File: config.mk
export PLATFORM = sky130hd
export DESIGN_NAME = uart_boot_loader_flat
export DESIGN_NICKNAME = d
export VERILOG_FILES = /design/src/rtl/uart_boot_loader_pkg.sv /design/src/rtl/uart_boot_loader_if.sv /design/src/rtl/uart_boot_loader_word_packer.sv /design/src/rtl/uart_boot_loader.sv /design/src/flat_wrapper.sv
export SDC_FILE = /design/constraint.sdc
export NUM_CORES = 1
export LEC_CHECK = 0
export CELL_PAD_IN_SITES_DETAIL_PLACEMENT = 0
export CELL_PAD_IN_SITES_GLOBAL_PLACEMENT = 2
export CORE_MARGIN = 5
export CORE_UTILIZATION = 34
export DETAILED_ROUTE_END_ITERATION = 8
export PLACE_DENSITY_LB_ADDON = 0.1
export REMOVE_ABC_BUFFERS = 1
export SLEW_MARGIN = 20
export SYNTH_ARGS = -nofsm -noshare
export SYNTH_HDL_FRONTEND = slang
export SYNTH_HIERARCHICAL = 1
export SYNTH_SLANG_ARGS = --single-unit
export TNS_END_PERCENT = 100
File: constraint.sdc
create_clock -name clk -period 3.8 [get_ports clk]
set_input_delay 0.76 -clock clk [delete_from_list [all_inputs] [get_ports clk]]
set_output_delay 0.76 -clock clk [all_outputs]
set_load 0.01 [all_outputs]
File: src/rtl/uart_boot_loader_pkg.sv
// Shared types and constants for the UART boot loader.
// Holds the FSM state encoding, the error codes reported on o_err_code,
// and a helper that identifies the in-frame states.
package uart_boot_loader_pkg;

  typedef enum logic [2:0] {
    ST_IDLE = 3'd0,
    ST_LEN0 = 3'd1,
    ST_LEN1 = 3'd2,
    ST_DATA = 3'd3,
    ST_CSUM = 3'd4,
    ST_RUN  = 3'd5
  } boot_state_t;

  localparam logic [1:0] ERR_TOO_LONG = 2'd1;
  localparam logic [1:0] ERR_CSUM     = 2'd2;
  localparam logic [1:0] ERR_TIMEOUT  = 2'd3;

  // The timeout counter only runs while a frame is being received.
  function automatic logic in_frame(boot_state_t s);
    return (s == ST_LEN0) || (s == ST_LEN1) || (s == ST_DATA) || (s == ST_CSUM);
  endfunction

endpackage

File: src/rtl/uart_boot_loader_if.sv
// Byte stream in from rx_uart and word write bus out to program memory.
// Ports: rx_valid/rx_data (one-cycle byte strobe), wr_valid/wr_addr/wr_data
// (one-cycle word write). No backpressure on either side.
interface uart_boot_loader_if #(
  parameter int unsigned ADDR_W = 32
);
  logic              rx_valid;
  logic [7:0]        rx_data;
  logic              wr_valid;
  logic [ADDR_W-1:0] wr_addr;
  logic [31:0]       wr_data;

  // master: byte source and memory sink (cputest wrapper / testbench)
  modport master (output rx_valid, rx_data, input wr_valid, wr_addr, wr_data);
  // slave: the boot loader itself
  modport slave  (input rx_valid, rx_data, output wr_valid, wr_addr, wr_data);
endinterface

File: src/rtl/uart_boot_loader_word_packer.sv
// Packs four bytes little-endian into a word and keeps an 8-bit running sum.
// Latency: word_done/word_out are registered, valid the cycle after the 4th byte.
// Backpressure: none; accepts one byte per cycle.
// Ports: clk, rst (sync, active-high), clear (restart lane count and sum),
//        byte_in/byte_valid in; word_out, word_done, lane (bytes held), csum out.
module boot_word_packer (
  input  logic        clk,
  input  logic        rst,
  input  logic        clear,
  input  logic [7:0]  byte_in,
  input  logic        byte_valid,
  output logic [31:0] word_out,
  output logic        word_done,
  output logic [1:0]  lane,
  output logic [7:0]  csum
);

  // Bytes 0..2 of the word in progress; byte 0 ends up in [7:0].
  logic [23:0] low_bytes;

  always_ff @(posedge clk) begin
    if (rst) begin
      low_bytes <= '0;
      word_out  <= '0;
      word_done <= 1'b0;
      lane      <= 2'd0;
      csum      <= 8'd0;
    end else begin
      word_done <= 1'b0;
      if (clear) begin
        lane <= 2'd0;
        csum <= 8'd0;
      end else if (byte_valid) begin
        csum <= csum + byte_in;
        lane <= lane + 2'd1;
        if (lane == 2'd3) begin
          word_out  <= {byte_in, low_bytes};
          word_done <= 1'b1;
        end else begin
          // Shift right so earlier bytes settle into lower lanes.
          low_bytes <= {byte_in, low_bytes[23:8]};
        end
      end
    end
  end

endmodule

File: src/rtl/uart_boot_loader.sv
// Framed, checksummed UART boot loader: SYNC, LEN lo/hi (words), 4*N data bytes, CSUM.
// Latency: a word is written the cycle after its 4th byte; o_cpu_running rises the
// cycle after a matching CSUM byte. Backpressure: none, one byte per cycle accepted.
// Ports: clk, i_reset (sync, active-high), bus (rx bytes in, word writes out),
//        o_cpu_running, o_err (1-cycle pulse), o_err_code (held), o_words_loaded.
module uart_boot_loader
  import uart_boot_loader_pkg::*;
#(
  parameter int unsigned       ADDR_W         = 32,
  parameter logic [ADDR_W-1:0] BASE_ADDR      = '0,
  parameter int unsigned       MAX_WORDS      = 4096,
  parameter logic [7:0]        SYNC_BYTE      = 8'hA5,
  parameter int unsigned       TIMEOUT_CYCLES = 1_000_000
) (
  input  logic               clk,
  input  logic               i_reset,
  uart_boot_loader_if.slave  bus,
  output logic               o_cpu_running,
  output logic               o_err,
  output logic [1:0]         o_err_code,
  output logic [15:0]        o_words_loaded
);

  // Counter holds idle cycles since the last byte; expiry is on the
  // TIMEOUT_CYCLES-th idle cycle, i.e. when it already reads TIMEOUT_CYCLES-1.
  localparam int unsigned       TMO_W    = $clog2(TIMEOUT_CYCLES);
  localparam logic [TMO_W-1:0]  TMO_LAST = TMO_W'(TIMEOUT_CYCLES - 1);
  localparam logic [16:0]       MAX_LEN  = 17'(MAX_WORDS);

  boot_state_t       state;
  logic [7:0]        len_lo;
  logic [15:0]       len;
  logic [TMO_W-1:0]  tmo_cnt;
  logic [ADDR_W-1:0] wr_addr_q;

  logic [15:0]       len_in;
  logic [15:0]       words_next;
  logic [ADDR_W-1:0] word_off;
  logic              sync_seen;
  logic              data_byte;

  logic [31:0]       word_out;
  logic              word_done;
  logic [1:0]        lane;
  logic [7:0]        csum;

  assign len_in     = {bus.rx_data, len_lo};
  assign words_next = o_words_loaded + 16'd1;
  // o_words_loaded doubles as the index of the word being assembled.
  assign word_off   = ADDR_W'(o_words_loaded) << 2;
  assign sync_seen  = (state == ST_IDLE) && bus.rx_valid && (bus.rx_data == SYNC_BYTE);
  assign data_byte  = (state == ST_DATA) && bus.rx_valid;

  boot_word_packer u_packer (
    .clk        (clk),
    .rst        (i_reset),
    .clear      (sync_seen),
    .byte_in    (bus.rx_data),
    .byte_valid (data_byte),
    .word_out   (word_out),
    .word_done  (word_done),
    .lane       (lane),
    .csum       (csum)
  );

  assign bus.wr_valid = word_done;
  assign bus.wr_data  = word_out;
  assign bus.wr_addr  = wr_addr_q;

  always_ff @(posedge clk) begin
    if (i_reset) begin
      state          <= ST_IDLE;
      len_lo         <= 8'd0;
      len            <= 16'd0;
      tmo_cnt        <= '0;
      wr_addr_q      <= '0;
      o_cpu_running  <= 1'b0;
      o_err          <= 1'b0;
      o_err_code     <= 2'd0;
      o_words_loaded <= 16'd0;
    end else begin
      o_err <= 1'b0;

      // Timeout: an arriving byte always wins over expiry in the same cycle.
      if (in_frame(state)) begin
        if (bus.rx_valid) begin
          tmo_cnt <= '0;
        end else if (tmo_cnt == TMO_LAST) begin
          tmo_cnt    <= '0;
          state      <= ST_IDLE;
          o_err      <= 1'b1;
          o_err_code <= ERR_TIMEOUT;
        end else begin
          tmo_cnt <= tmo_cnt + 1'b1;
        end
      end else begin
        tmo_cnt <= '0;
      end

      if (bus.rx_valid) begin
        case (state)
          ST_IDLE: begin
            if (bus.rx_data == SYNC_BYTE) begin
              state          <= ST_LEN0;
              o_words_loaded <= 16'd0;
            end
          end
          ST_LEN0: begin
            len_lo <= bus.rx_data;
            state  <= ST_LEN1;
          end
          ST_LEN1: begin
            len <= len_in;
            if ({1'b0, len_in} > MAX_LEN) begin
              state      <= ST_IDLE;
              o_err      <= 1'b1;
              o_err_code <= ERR_TOO_LONG;
            end else if (len_in == 16'd0) begin
              state <= ST_CSUM;
            end else begin
              state <= ST_DATA;
            end
          end
          ST_DATA: begin
            // Address and count are registered here so they line up with
            // the packer's word_done strobe on the following cycle.
            if (lane == 2'd3) begin
              wr_addr_q      <= BASE_ADDR + word_off;
              o_words_loaded <= words_next;
              if (words_next == len) begin
                state <= ST_CSUM;
              end
            end
          end
          ST_CSUM: begin
            if (bus.rx_data == csum) begin
              state         <= ST_RUN;
              o_cpu_running <= 1'b1;
            end else begin
              state      <= ST_IDLE;
              o_err      <= 1'b1;
              o_err_code <= ERR_CSUM;
            end
          end
          default: begin
            // ST_RUN: the image is live; ignore everything until reset.
          end
        endcase
      end
    end
  end

endmodule

File: src/flat_wrapper.sv
// flat-port wrapper written by rule: the top's interface ports become plain ports
module uart_boot_loader_flat import uart_boot_loader_pkg::*;
#(
  parameter int unsigned       ADDR_W         = 32,
  parameter logic [ADDR_W-1:0] BASE_ADDR      = '0,
  parameter int unsigned       MAX_WORDS      = 4096,
  parameter logic [7:0]        SYNC_BYTE      = 8'hA5,
  parameter int unsigned       TIMEOUT_CYCLES = 1_000_000
)
  (clk, i_reset, o_cpu_running, o_err, o_err_code, o_words_loaded, bus_rx_valid, bus_rx_data, bus_wr_valid, bus_wr_addr, bus_wr_data);
  uart_boot_loader_if #(.ADDR_W(ADDR_W)) bus_i ();
  input  logic clk;
  input  logic i_reset;
  output logic o_cpu_running;
  output logic o_err;
  output logic [1:0] o_err_code;
  output logic [15:0] o_words_loaded;
  input wire logic [$bits(bus_i.rx_valid)-1:0] bus_rx_valid;
  input wire logic [$bits(bus_i.rx_data)-1:0] bus_rx_data;
  output wire logic [$bits(bus_i.wr_valid)-1:0] bus_wr_valid;
  output wire logic [$bits(bus_i.wr_addr)-1:0] bus_wr_addr;
  output wire logic [$bits(bus_i.wr_data)-1:0] bus_wr_data;
  assign bus_i.rx_valid = bus_rx_valid;
  assign bus_i.rx_data = bus_rx_data;
  assign bus_wr_valid = bus_i.wr_valid;
  assign bus_wr_addr = bus_i.wr_addr;
  assign bus_wr_data = bus_i.wr_data;
  uart_boot_loader #(.ADDR_W(ADDR_W), .BASE_ADDR(BASE_ADDR), .MAX_WORDS(MAX_WORDS), .SYNC_BYTE(SYNC_BYTE), .TIMEOUT_CYCLES(TIMEOUT_CYCLES)) u_core (.clk(clk), .i_reset(i_reset), .bus(bus_i), .o_cpu_running(o_cpu_running), .o_err(o_err), .o_err_code(o_err_code), .o_words_loaded(o_words_loaded));
endmodule
-- Yosys cells after proc, flatten, opt, wreduce, memory -nomap -nowiden
Index checks and enable logic that the tools add are counted.
- $add $sub $neg: 4
- order comparisons: 1
- equality and inequality tests: 11
- muxes and demuxes: 29
- bitwise gates (word level): 4
- reductions and logical operators: 19
- operators by type and width (operator ; number):
    $mux 16 ; 2
    $pmux 16 s2 ; 1
    $mux 3 ; 10
    $add 20x1->20 const B ; 1
    $eq 20x20->1 const B ; 1
    $add 16x1->16 const B ; 1
    $eq 16x16->1 ; 1
    $gt 16x13->1 const B ; 1
    $logic_not 16->1 ; 1
    $pmux 3 s5 ; 1
    $mux 2 ; 6
    $reduce_and 3->1 ; 4
    $add 8x8->8 ; 1
    $eq 8x8->1 ; 1
    $eq 8x8->1 const B ; 1
    $mux 1 ; 7
    $eq 3x2->1 const B ; 2
    $ne 2x2->1 const B ; 2
    $not 1->1 ; 4
    $pmux 2 s2 ; 1
    $reduce_and 2->1 ; 2
    $reduce_and 4->1 ; 1
    $reduce_or 4->1 ; 1
    $eq 3x1->1 const B ; 1
    other kinds (10) ; 14
- register bits: 150
- bits of input ports: 11
- output and inout port bits: 85
- logic and storage cells: 82

-- Depth between registers and ports, before layout
Gate-level depths: netlist (run 1).
- depth in word-level cells: 9
- gate-level depth with buffers: 10
- mapped depth without buffers: 8

-- By module
Netlist (run 1), hierarchy kept.
- modules (own cells, without submodules) (module ; instances ; cells each ; area each (µm²) ; seq. area each (µm²)):
    uart_boot_loader ; 1 ; 561 ; 4296.6 ; 1661.6
    boot_word_packer ; 1 ; 328 ; 2670.1 ; 1341.3

-- Worst setup path before layout (run 1)
OpenSTA, ideal clock, no wires.
- path kind: input-to-reg
- from: input bus_rx_data[3]
- to: register u_core.u_packer.low_bytes[22]
- library setup time: 0.070 ns
- data arrival time: 2.700 ns
- data required time: 3.730 ns
- slack: 1.030 ns
- stages: 7
- buffers on the path: 2
- cell sequence: or4_1 -> nor4_1 -> or3b_2 -> clkbuf_1 -> buf_2 -> nand2_1 -> a21oi_1
- word-level cells in the longest chain between the ends: 4
- ends and longest elaborated chain (element ; RTL line ; text):
    start: declaration ; flat_wrapper.sv:19 ; input wire logic [$bits(bus_i.rx_data)-1:0] bus_rx_data;
    $eq 8x8->1 ; uart_boot_loader.sv:51 ; assign sync_seen = (state == ST_IDLE) && bus.rx_valid && (bus.rx_data == SYNC_BYTE);
    $logic_and 1x1->1 ; uart_boot_loader.sv:51 ;
    net u_core.sync_seen ; uart_boot_loader.sv:39 ; logic sync_seen;
    $not 1->1 (no line) ; -- ;
    $reduce_and 3->1 (no line) ; -- ;
    end signal: assignment ; uart_boot_loader_word_packer.sv:41 ; low_bytes <= {byte_in, low_bytes[23:8]};
    end: declaration ; uart_boot_loader_word_packer.sv:19 ; logic [23:0] low_bytes;
The timed path passes the listed nets, and every way through them passes these cells.
A chain may end at the register's enable or synchronous reset.

-- Final worst setup path (run 1)
- from: register u_core.o_words_loaded[0]
- to: register u_core.state[0]
- word-level cells in the longest chain between the ends: 6
- ends and longest elaborated chain (element ; RTL line ; text):
    start: declaration ; uart_boot_loader.sv:21 ; output logic [15:0] o_words_loaded
    start signal: assignment ; uart_boot_loader.sv:129 ; o_words_loaded <= words_next;
    $add 16x1->16 ; uart_boot_loader.sv:48 ; assign words_next = o_words_loaded + 16'd1;
    $eq 16x16->1 ; uart_boot_loader.sv:130 ; if (words_next == len) begin
    $mux 3 ; uart_boot_loader.sv:130 ;
    $mux 3 ; uart_boot_loader.sv:127 ; if (lane == 2'd3) begin
    $pmux 3 s5 ; uart_boot_loader.sv:101 ; case (state)
    $mux 3 ; uart_boot_loader.sv:100 ; if (bus.rx_valid) begin
    end signal: assignment ; uart_boot_loader.sv:104 ; state <= ST_LEN0;
    end signal: assignment ; uart_boot_loader.sv:131 ; state <= ST_CSUM;
    end signal: assignment ; uart_boot_loader.sv:137 ; state <= ST_RUN;
    end: declaration ; uart_boot_loader.sv:30 ; boot_state_t state;
Every way passes these cells.

==> reports/metrics.yaml, run 1 <==
fin_crit_ns: 2.99
synth_most_common_cell: "nand2_1"
route.vias.total: 6131
path_class: "flip-flop to flip-flop"
rows: 52
gr-max-usage-layer: "met2"
synth_area_leader_cell: "dfxtp_1"
fin_nets: 976
synthTopCellsByArea: "dfxtp_1 (43%), nand2_1 (12%), a21oi_1 (9.2%), nor2_1 (3.2%), xor2_1 (3.1%)"
cts_buffer_depth: 2
insertion_delay_ns: 0.42
end_kind: "flip-flop"
status: "finished, final reports clean"
antenna_found_initial: 0
tightest_slew_ns: 0.682
critPathRequiredTime_ns: 4.08
vias_per_cell: 4.96
final_max_slew_viol_count: 0
start_util: 0.344
use_met2: 0.249
cap_violations: 0
die_area_sq_mm: 0.0235
post_cts_buffers: 0
grt_pass1_vias: 5873
die_w_um: 153
drt_iter0_markers: 297
cp.arrival_ns: 3.27
met1_usage: 0.213
dp_hpwl_mm: 12.9
die_h_um: 153
areaGrowthSynthToFinish_pct: 23.5
grt_pass1_wl_mm: 30.3
drc: 0
final_area_sq_mm: 0.00861
finalCritPeriodShare: 0.787
io-pin-count: 96
cts_tree: "built"
clkSinkCount: 150
startpoint_type: "flip-flop"
ir_drop_v: 0.000262
ys_types: 65
synth_ff_type: "dfxtp_1"
ys_ff_latch: 150
num-fill-cells: 2056
slew_headroom: 0.541
gp_congestion: 0.824
drt_first_pass_iters: 4
rsz0062_at_grt: "no"
synth_edf_count: 0
cts_root_buf: "clkbuf_16"
grt_usage: 0.155
wl_mm: 18.5
grt-ovfl-total: 0
leakagePower_nw: 2.88
ant_nets: 0
synth_top_area_share: 0.431
use_met3: 0.0365
final.setup.tns_ns: 0
post_drt_wl_per_cell_um: 15.0
synthArstFlopShare: 0
syn_area_sq_mm: 0.00697
place_area_sq_mm: 0.00797
grt_max_degree: 50
synth_seq_area_share: 0.431
layout-drive-gt1-share: 0.0704
setup-violations-final: 0
finalHoldViolCount: 0
design.core.area_sq_mm: 0.0202
synth_cells: 889
ctsResizeCount: 0
antenna_cells: 0
yosys_warnings: 6
worst_setup_hold_path_clk_slew_ns: 0.06
path_max_fanout: 9
port_buffers: 79
worst_hold_slack_ns: 0.451
fin_worst_skew_ns: 0.00895
htreeDepth: 4
synth_common_cells: "nand2_1 (214), dfxtp_1 (150), a21oi_1 (128)"
cts-buffers-inserted: 17
avgSynthCellArea_sq_um: 7.84
fin_util: 0.425
max_freq_ghz: 0.334
p_per_area_mw_per_mm2: 417
cts_hold_buf: 0
hp-class: "flip-flop to flip-flop"
## sequential cells by signal, indices dropped and copies added, names as in the netlist
signal,cells
u_core/o_err_code,2
u_core/u_packer/csum,8
u_core/u_packer/word_done,1
u_core/o_err,1
u_core/u_packer/low_bytes,24
u_core/len,16
u_core/state,3
u_core/o_words_loaded,16
u_core/len_lo,8
u_core/u_packer/lane,2
u_core/u_packer/word_out,32
u_core/bus.wr_addr,16
u_core/tmo_cnt,20
u_core/o_cpu_running,1
## final cells by class
| class | instances | area, sq um | share of cell area |
|---|---|---|---|
| Inverter | 10 | 37.5 | 0.00436 |
| Sequential cell | 150 | 3000 | 0.349 |
| Tap cell | 270 | 338 | 0.0392 |
| Multi-Input combinational cell | 676 | 3660 | 0.425 |
| Clock buffer | 18 | 439 | 0.0510 |
| Timing Repair Buffer | 99 | 938 | 0.109 |
| Clock inverter | 13 | 195 | 0.0227 |
## layer usage
metal / wire length (um) / up-vias
li1: - / 3138
met1: 8930 / 2870
met2: 8640 / 112
met3: 793 / 11
met4: 174 / 0
met5: 0 / -
## where the power goes
part	switching (W)	total (W)	internal, W	leakage, nW
sequential	0.0000161	0.00160	0.00158	1.21
clock	0.000695	0.00182	0.00113	0.305
combinational	0.000112	0.000166	0.0000542	1.36
total	0.000823	0.00359	0.00276	2.88
## worst max-delay path, stage by stage, from the launching register on
cell and delay [ns]:
dfxtp_1 0.53, ha_1 0.33, nand3_1 0.30, nor4_1 0.65
xnor2_1 0.21, o221ai_1 0.18, nor4_2 0.49, o211ai_1 0.16
## cell usage in the layout (no fill, tap or decap), types with 5 or more instances in the layout
cell / n
nand2_1: 214
nand4_1: 7
o211ai_1: 5
buf_4: 21
mux2i_1: 5
o21ai_0: 23
nor2b_1: 5
nand2b_1: 8
xnor2_1: 24
clkdlybuf4s50_1: 78
a21o_1: 5
a211oi_1: 5
nand3_1: 24
dfxtp_1: 150
and3_1: 5
and2_1: 5
conb_1: 16
inv_1: 10
clkbuf_16: 17
nor2_1: 60
ha_1: 10
nor3_1: 16
a21oi_1: 128
or3_1: 8
xor2_1: 25
nand3b_1: 8
nor4_1: 11
## per-stage QoR
| step | power, W | setup slack, ns | cells |
|---|---|---|---|
| finish | 0.00359 | 0.809 | 1236 |
| global route | 0.00373 | 0.480 | 1236 |
| CTS | 0.00364 | 0.772 | 1236 |
| detailed placement | 0.00180 | 0.568 | 1205 |
| global placement | 0.00180 | 0.693 | 1205 |
| floorplan | 0.00171 | 0.852 | 836 |
## logic make-up after synthesis
group	synth area share
multiplexers	0.00718
adder cells (fa/ha/maj)	0.0208
AND/OR/NAND/NOR	0.268
other	0.000538
flip-flops	0.431
AO/OA/AOI/OAI	0.158
XOR/XNOR	0.0616
buffers and inverters	0.0532
## worst paths after layout
| kind | slack [ns] | end | startpoint | cells after the start |
|---|---|---|---|---|
| worst max-delay path | 0.81 | u_core/state[0] | u_core/o_words_loaded[0] | 7 |
| worst min-delay path | 0.45 | u_core/u_packer/word_out[0] | u_core/u_packer/low_bytes[0] | 2 |
| worst max register to register | 0.81 | u_core/state[0] | u_core/o_words_loaded[0] | 7 |
| worst min register to register | 0.45 | u_core/u_packer/word_out[0] | u_core/u_packer/low_bytes[0] | 2 |
(Power assumes the default switching activity.)
==> run 2, diff against run 1 <==
Settings changed: CORE_UTILIZATION 34 to 29.
Clock period 3.8 ns to 2.54 ns, I/O delays scaled along.
==> run 2 against run 1 <==
  * Routed wire length is 7.5% higher
  * Largest power group unchanged
  * Hold slack better by 0.0023 ns
  * First-iteration DRC count is 44% higher
  * Utilization is 3.9 points lower
  * Cell count is 8.4% higher
  * Highest routed layer unchanged
  * Count of clock-buffer cells in the layout is 1 lower
  * Clock power is 38% higher
  * Clock skew is 0.0036 ns higher
  * Sequential share of layout area is 1.9 points lower
  * Largest cell class unchanged
  * Flip-flop and latch count stayed put
  * Die area is 16% higher
  * Design area is 5.8% higher
==> reports/metrics.yaml, run 2 (synthesis gave the netlist of run 1 again) <==
drt_iter0_markers: 429
io-pin-count: 96
final_max_slew_viol_count: 0
fin_worst_skew_ns: 0.0125
areaGrowthSynthToFinish_pct: 30.7
grt_pass1_vias: 6222
final.setup.tns_ns: 0
grt-ovfl-total: 0
holdPathEnd: "u_core/u_packer/word_out[1]"
worst_hold_slack_ns: 0.453
fin_crit_ns: 2.35
p_per_area_mw_per_mm2: 570
cts-buffers-inserted: 17
cts_buffer_depth: 2
status: "finished, final reports clean"
cap_violations: 0
port_buffers: 79
layout_common_cells: "nand2_1 (214), dfxtp_1 (150), a21oi_1 (128), clkdlybuf4s50_1 (78), buf_4 (70)"
fin_nets: 1030
critPathRequiredTime_ns: 2.85
drc: 0
largest_register_ffs: 32
startpoint_type: "primary input"
reg2regPathDepth: 6
path_class: "primary input to flip-flop"
wl_mm: 19.9
min_path_cells: 2
hold_path.startpoint: "u_core/u_packer/low_bytes[1]"
grt_usage: 0.150
start_util: 0.296
design.core.area_sq_mm: 0.0235
ant_nets: 0
antenna_cells: 0
setup_slack_ns: 0.185
post_cts_buffers: 0
finalCritPeriodShare: 0.927
finalHoldViolCount: 0
path_cells: "clkdlybuf4s50_1 -> or4_1 -> nor4_1 -> buf_4 -> nor2_1 -> a32o_1 -> a211o_1"
num-fill-cells: 2470
r2r_end: "u_core/o_err_code[1]"
r2r_slack_ns: 0.19
startpoint: "bus_rx_data[3]"
cts_tree: "built"
place_ws_ns: -0.233
ir_drop_v: 0.000332
cp.arrival_ns: 2.66
die_area_sq_mm: 0.0272
worst_setup_hold_path_clk_slew_ns: 0.07
layout-drive-gt1-share: 0.121
r2r_start: "u_core/tmo_cnt[7]"
clkSinkCount: 150
setup-violations-final: 0
hp-class: "flip-flop to flip-flop"
vias_per_cell: 4.78
max_freq_ghz: 0.425
crit_family: "simple AND/OR/NAND/NOR gates"
largest-register: "u_core/u_packer/word_out"
path_max_fanout: 5
final_common_cell: "nand2_1"
insertion_delay_ns: 0.42
cts_hold_buf: 0
slowest_delay_ns: 0.60
rows: 56
post_drt_wl_per_cell_um: 14.9
grt_max_degree: 43
drt_first_pass_iters: 7
dp_hpwl_mm: 14.6
leakagePower_nw: 3.15
cp_slowest_cell: "or4_1"
route.vias.total: 6406
path_buf_inv: 2
die_w_um: 165
die_h_um: 165
gp_congestion: 0.819
rsz0062_at_grt: "no"
end_kind: "flip-flop"
reg_top3: "u_core/u_packer/word_out: 32 flops, u_core/u_packer/low_bytes: 24 flops, u_core/tmo_cnt: 20 flops"
antenna_found_initial: 0
htreeDepth: 4
grt_pass1_wl_mm: 32.5
cts_root_buf: "clkbuf_16"
-- run 2: worst max path at each step --
stage,end,slack [ns],cells after the start
global route,u_core/o_words_loaded[7],0.02,8
finish,u_core/u_packer/csum[6],0.19,7
CTS,u_core/state[0],0.05,7
detailed placement,u_core/u_packer/csum[6],-0.23,7
global placement,u_core/u_packer/csum[6],-0.22,7
floorplan,u_core/u_packer/word_out[0],-0.16,5
-- run 2: area by class of cell --
type	count	area (sq um)	area share
multi-input combinational	676	3660	0.402
sequential	150	3000	0.330
timing repair buffer	153	1410	0.154
clock buffer	17	425	0.0467
tap	319	399	0.0438
clock inverter	15	170	0.0187
inverter	10	37.5	0.00412
-- run 2: through the flow --
step / cell area [sq um] / power, W / util / cells
after CTS: 9100 / 0.00528 / 0.386 / 1340
after floorplan: 6690 / 0.00256 / - / 836
after global placement: 8500 / 0.00273 / 0.361 / 1308
after detailed placement: 8500 / 0.00273 / 0.361 / 1308
after global routing: 9100 / 0.00543 / 0.387 / 1340
final: 9100 / 0.00519 / 0.387 / 1340
-- run 2: repair_timing --
item,4_1_cts,5_1_grt
setup endpoints to repair,0,3
resized for setup,0,2
endpoints found under the hold margin,0,0
-- run 2: tightest hold or removal path: cells and delay by family (launching register included) --
kind,cells,cell delay [ns]
flip-flops,1,0.31
AND/OR/NAND/NOR,1,0.05
AO/OA/AOI/OAI,1,0.05
-- run 2: power by group --
part           internal (W)  total [W]  switching [W]  leakage [nW]
Sequential          0.00237    0.00239      0.0000179          1.21
Clock               0.00140    0.00252        0.00112         0.287
Combinational      0.000105   0.000287       0.000182          1.66
Total               0.00387    0.00519        0.00132          3.15
-- run 2: metal layers --
layer	track usage	wire length (um)	vias to the layer above
li1	-	-	3241
met1	0.206	9620	3012
met2	0.240	9260	131
met3	0.0277	758	22
met4	0.0435	289	0
met5	0	0	-
==> run 3, diff against run 2 <==
Settings changed: CORE_UTILIZATION 29 to 34.
Clock period 2.54 ns to 2.95 ns, I/O delays scaled along.
==> run 3 against run 2 <==
  * Total power shrank 15%
  * Highest routed layer unchanged
  * Sequential share of layout area grew 1.2 points
  * Sequential power shrank 14%
  * First-iteration DRC count shrank 23%
==> reports/metrics.yaml, run 3 (synthesis gave the netlist of run 1 again) <==
status: "finished, final reports clean"
max_freq_ghz: 0.388
setup-violations-final: 0
cts_buffer_depth: 2
path_max_fanout: 7
largest-register: "u_core/u_packer/word_out"
p_int_w: 0.00331
cts_hold_buf: 0
fin_worst_skew_ns: 0.0168
finalCritPeriodShare: 0.874
fin_crit_ns: 2.58
design.core.area_sq_mm: 0.0202
die_area_sq_mm: 0.0235
layout_common_cells: "nand2_1 (214), dfxtp_1 (150), a21oi_1 (128), clkdlybuf4s50_1 (78), nor2_1 (60)"
port_buffers: 79
reg_top3: "u_core/u_packer/word_out: 32 flops, u_core/u_packer/low_bytes: 24 flops, u_core/tmo_cnt: 20 flops"
cp.arrival_ns: 2.86
p_sw_frac: 0.247
startpoint_type: "flip-flop"
p_per_area_mw_per_mm2: 499
start_util: 0.344
reg2regPathDepth: 9
finalHoldViolCount: 0
ir_drop_v: 0.000374
wl_mm: 18.6
min_path_cells: 2
hold_path.startpoint: "u_core/bus.wr_addr[10]"
slew_headroom: 0.513
p_comb_frac: 0.053
ctsResizeCount: 0
placedCellCount: 1231
stdcell_count: 1263
fin_nets: 1002
vias_per_cell: 4.99
route.vias.total: 6301
r2r_start: "u_core/o_words_loaded[1]"
r2r_slack_ns: 0.37
post_cts_buffers: 0
largest_register_ffs: 32
holdPathEnd: "u_core/bus.wr_addr[10]"
rsz0062_at_grt: "no"
grt_pass1_wl_mm: 30.8
htreeDepth: 4
die_h_um: 153
worst_setup_hold_path_clk_slew_ns: 0.06
drt_first_pass_iters: 5
rows: 52
post_drt_wl_per_cell_um: 14.8
gp_congestion: 0.858
areaGrowthSynthToFinish_pct: 26.2
tightest_slew_ns: 0.727
final_common_cell: "nand2_1"
r2r_end: "u_core/state[0]"
layout-drive-gt1-share: 0.0947
dp_hpwl_mm: 13.3
grt_usage: 0.158
grt-ovfl-total: 0
leakagePower_nw: 2.98
final_max_slew_viol_count: 0
cts_root_buf: "clkbuf_16"
cap_violations: 0
io-pin-count: 96
grt_max_degree: 55
drt_iter0_markers: 330
antenna_found_initial: 0
insertion_delay_ns: 0.42
clkSinkCount: 150
critPathRequiredTime_ns: 3.23
antenna_cells: 0
startpoint: "u_core/o_words_loaded[1]"
final.setup.tns_ns: 0
power_switching_w: 0.00108
hp-class: "flip-flop to flip-flop"
die_w_um: 153
power_frac_clock: 0.478
end_kind: "flip-flop"
grt_pass1_vias: 6093
cts-buffers-inserted: 17
cts_tree: "built"
p_seq_frac: 0.468
path_class: "flip-flop to flip-flop"
ant_nets: 0
drc: 0
run 3: cell count changes in the layout (fill, tap and decap cells not counted):
cell	delta
clkinv_4	+1
a2111oi_2	-1
buf_4	-27
clkinv_2	-2
clkinv_8	-3
a2111oi_0	+1
buf_12	-1
clkbuf_1	+1
clkinvlp_4	+3
run 3: layout make-up:
cell class	count	area [sq um]
Clock inverter	14	143
Multi-Input combinational cell	676	3660
Tap cell	270	338
Sequential cell	150	3000
Inverter	10	37.5
Clock buffer	18	429
Timing Repair Buffer	125	1180
Fill cell	2045	11400
run 3: routing by layer:
| layer | vias up | wire length, um | track usage |
|---|---|---|---|
| met5 | - | 0 | 0 |
| met4 | 0 | 257 | 0.0501 |
| met3 | 16 | 770 | 0.0353 |
| met2 | 124 | 8750 | 0.258 |
| met1 | 2975 | 8870 | 0.208 |
| li1 | 3186 | - | - |
run 3: power by group through the flow:
stage          Combinational, W  Sequential, W  Clock (W)
3_3_place_gp           0.000232        0.00210          0
3_5_place_dp           0.000234        0.00210          0
2_1_floorplan          0.000106        0.00210          0
5_1_grt                0.000259        0.00206    0.00227
4_1_cts                0.000235        0.00205    0.00218
6_report               0.000235        0.00205    0.00210
run 3: through the flow:
| step | power (W) | hold slack [ns] | util | setup WS (ns) | area, sq um |
|---|---|---|---|---|---|
| after floorplan | 0.00221 | 0.426 | - | 0.172 | 6690 |
| after global placement | 0.00233 | 0.440 | 0.406 | 0.0493 | 8220 |
| after detailed placement | 0.00233 | 0.447 | 0.406 | 0.0332 | 8220 |
| after CTS | 0.00447 | 0.456 | 0.434 | 0.323 | 8790 |
| after global routing | 0.00458 | 0.472 | 0.434 | 0.128 | 8790 |
| final | 0.00439 | 0.453 | 0.434 | 0.372 | 8790 |
run 3: worst max-delay path, cell delays in order, from the launching register on:
cell	delay, ns
dfxtp_1	0.46
ha_1	0.32
nand3_1	0.18
nor4_1	0.30
buf_4	0.17
xnor2_1	0.13
o221ai_1	0.21
nor4_2	0.39
buf_4	0.19
o211ai_1	0.10
run 3: how the worst max path moves through the flow:
stage / to / slack, ns / cells past startpoint
6_report: u_core/state[0] / 0.37 / 9
5_1_grt: u_core/state[0] / 0.13 / 9
4_1_cts: u_core/state[0] / 0.32 / 8
3_5_place_dp: u_core/u_packer/low_bytes[11] / 0.03 / 8
3_3_place_gp: u_core/u_packer/low_bytes[18] / 0.05 / 8
2_1_floorplan: u_core/u_packer/word_out[0] / 0.17 / 5
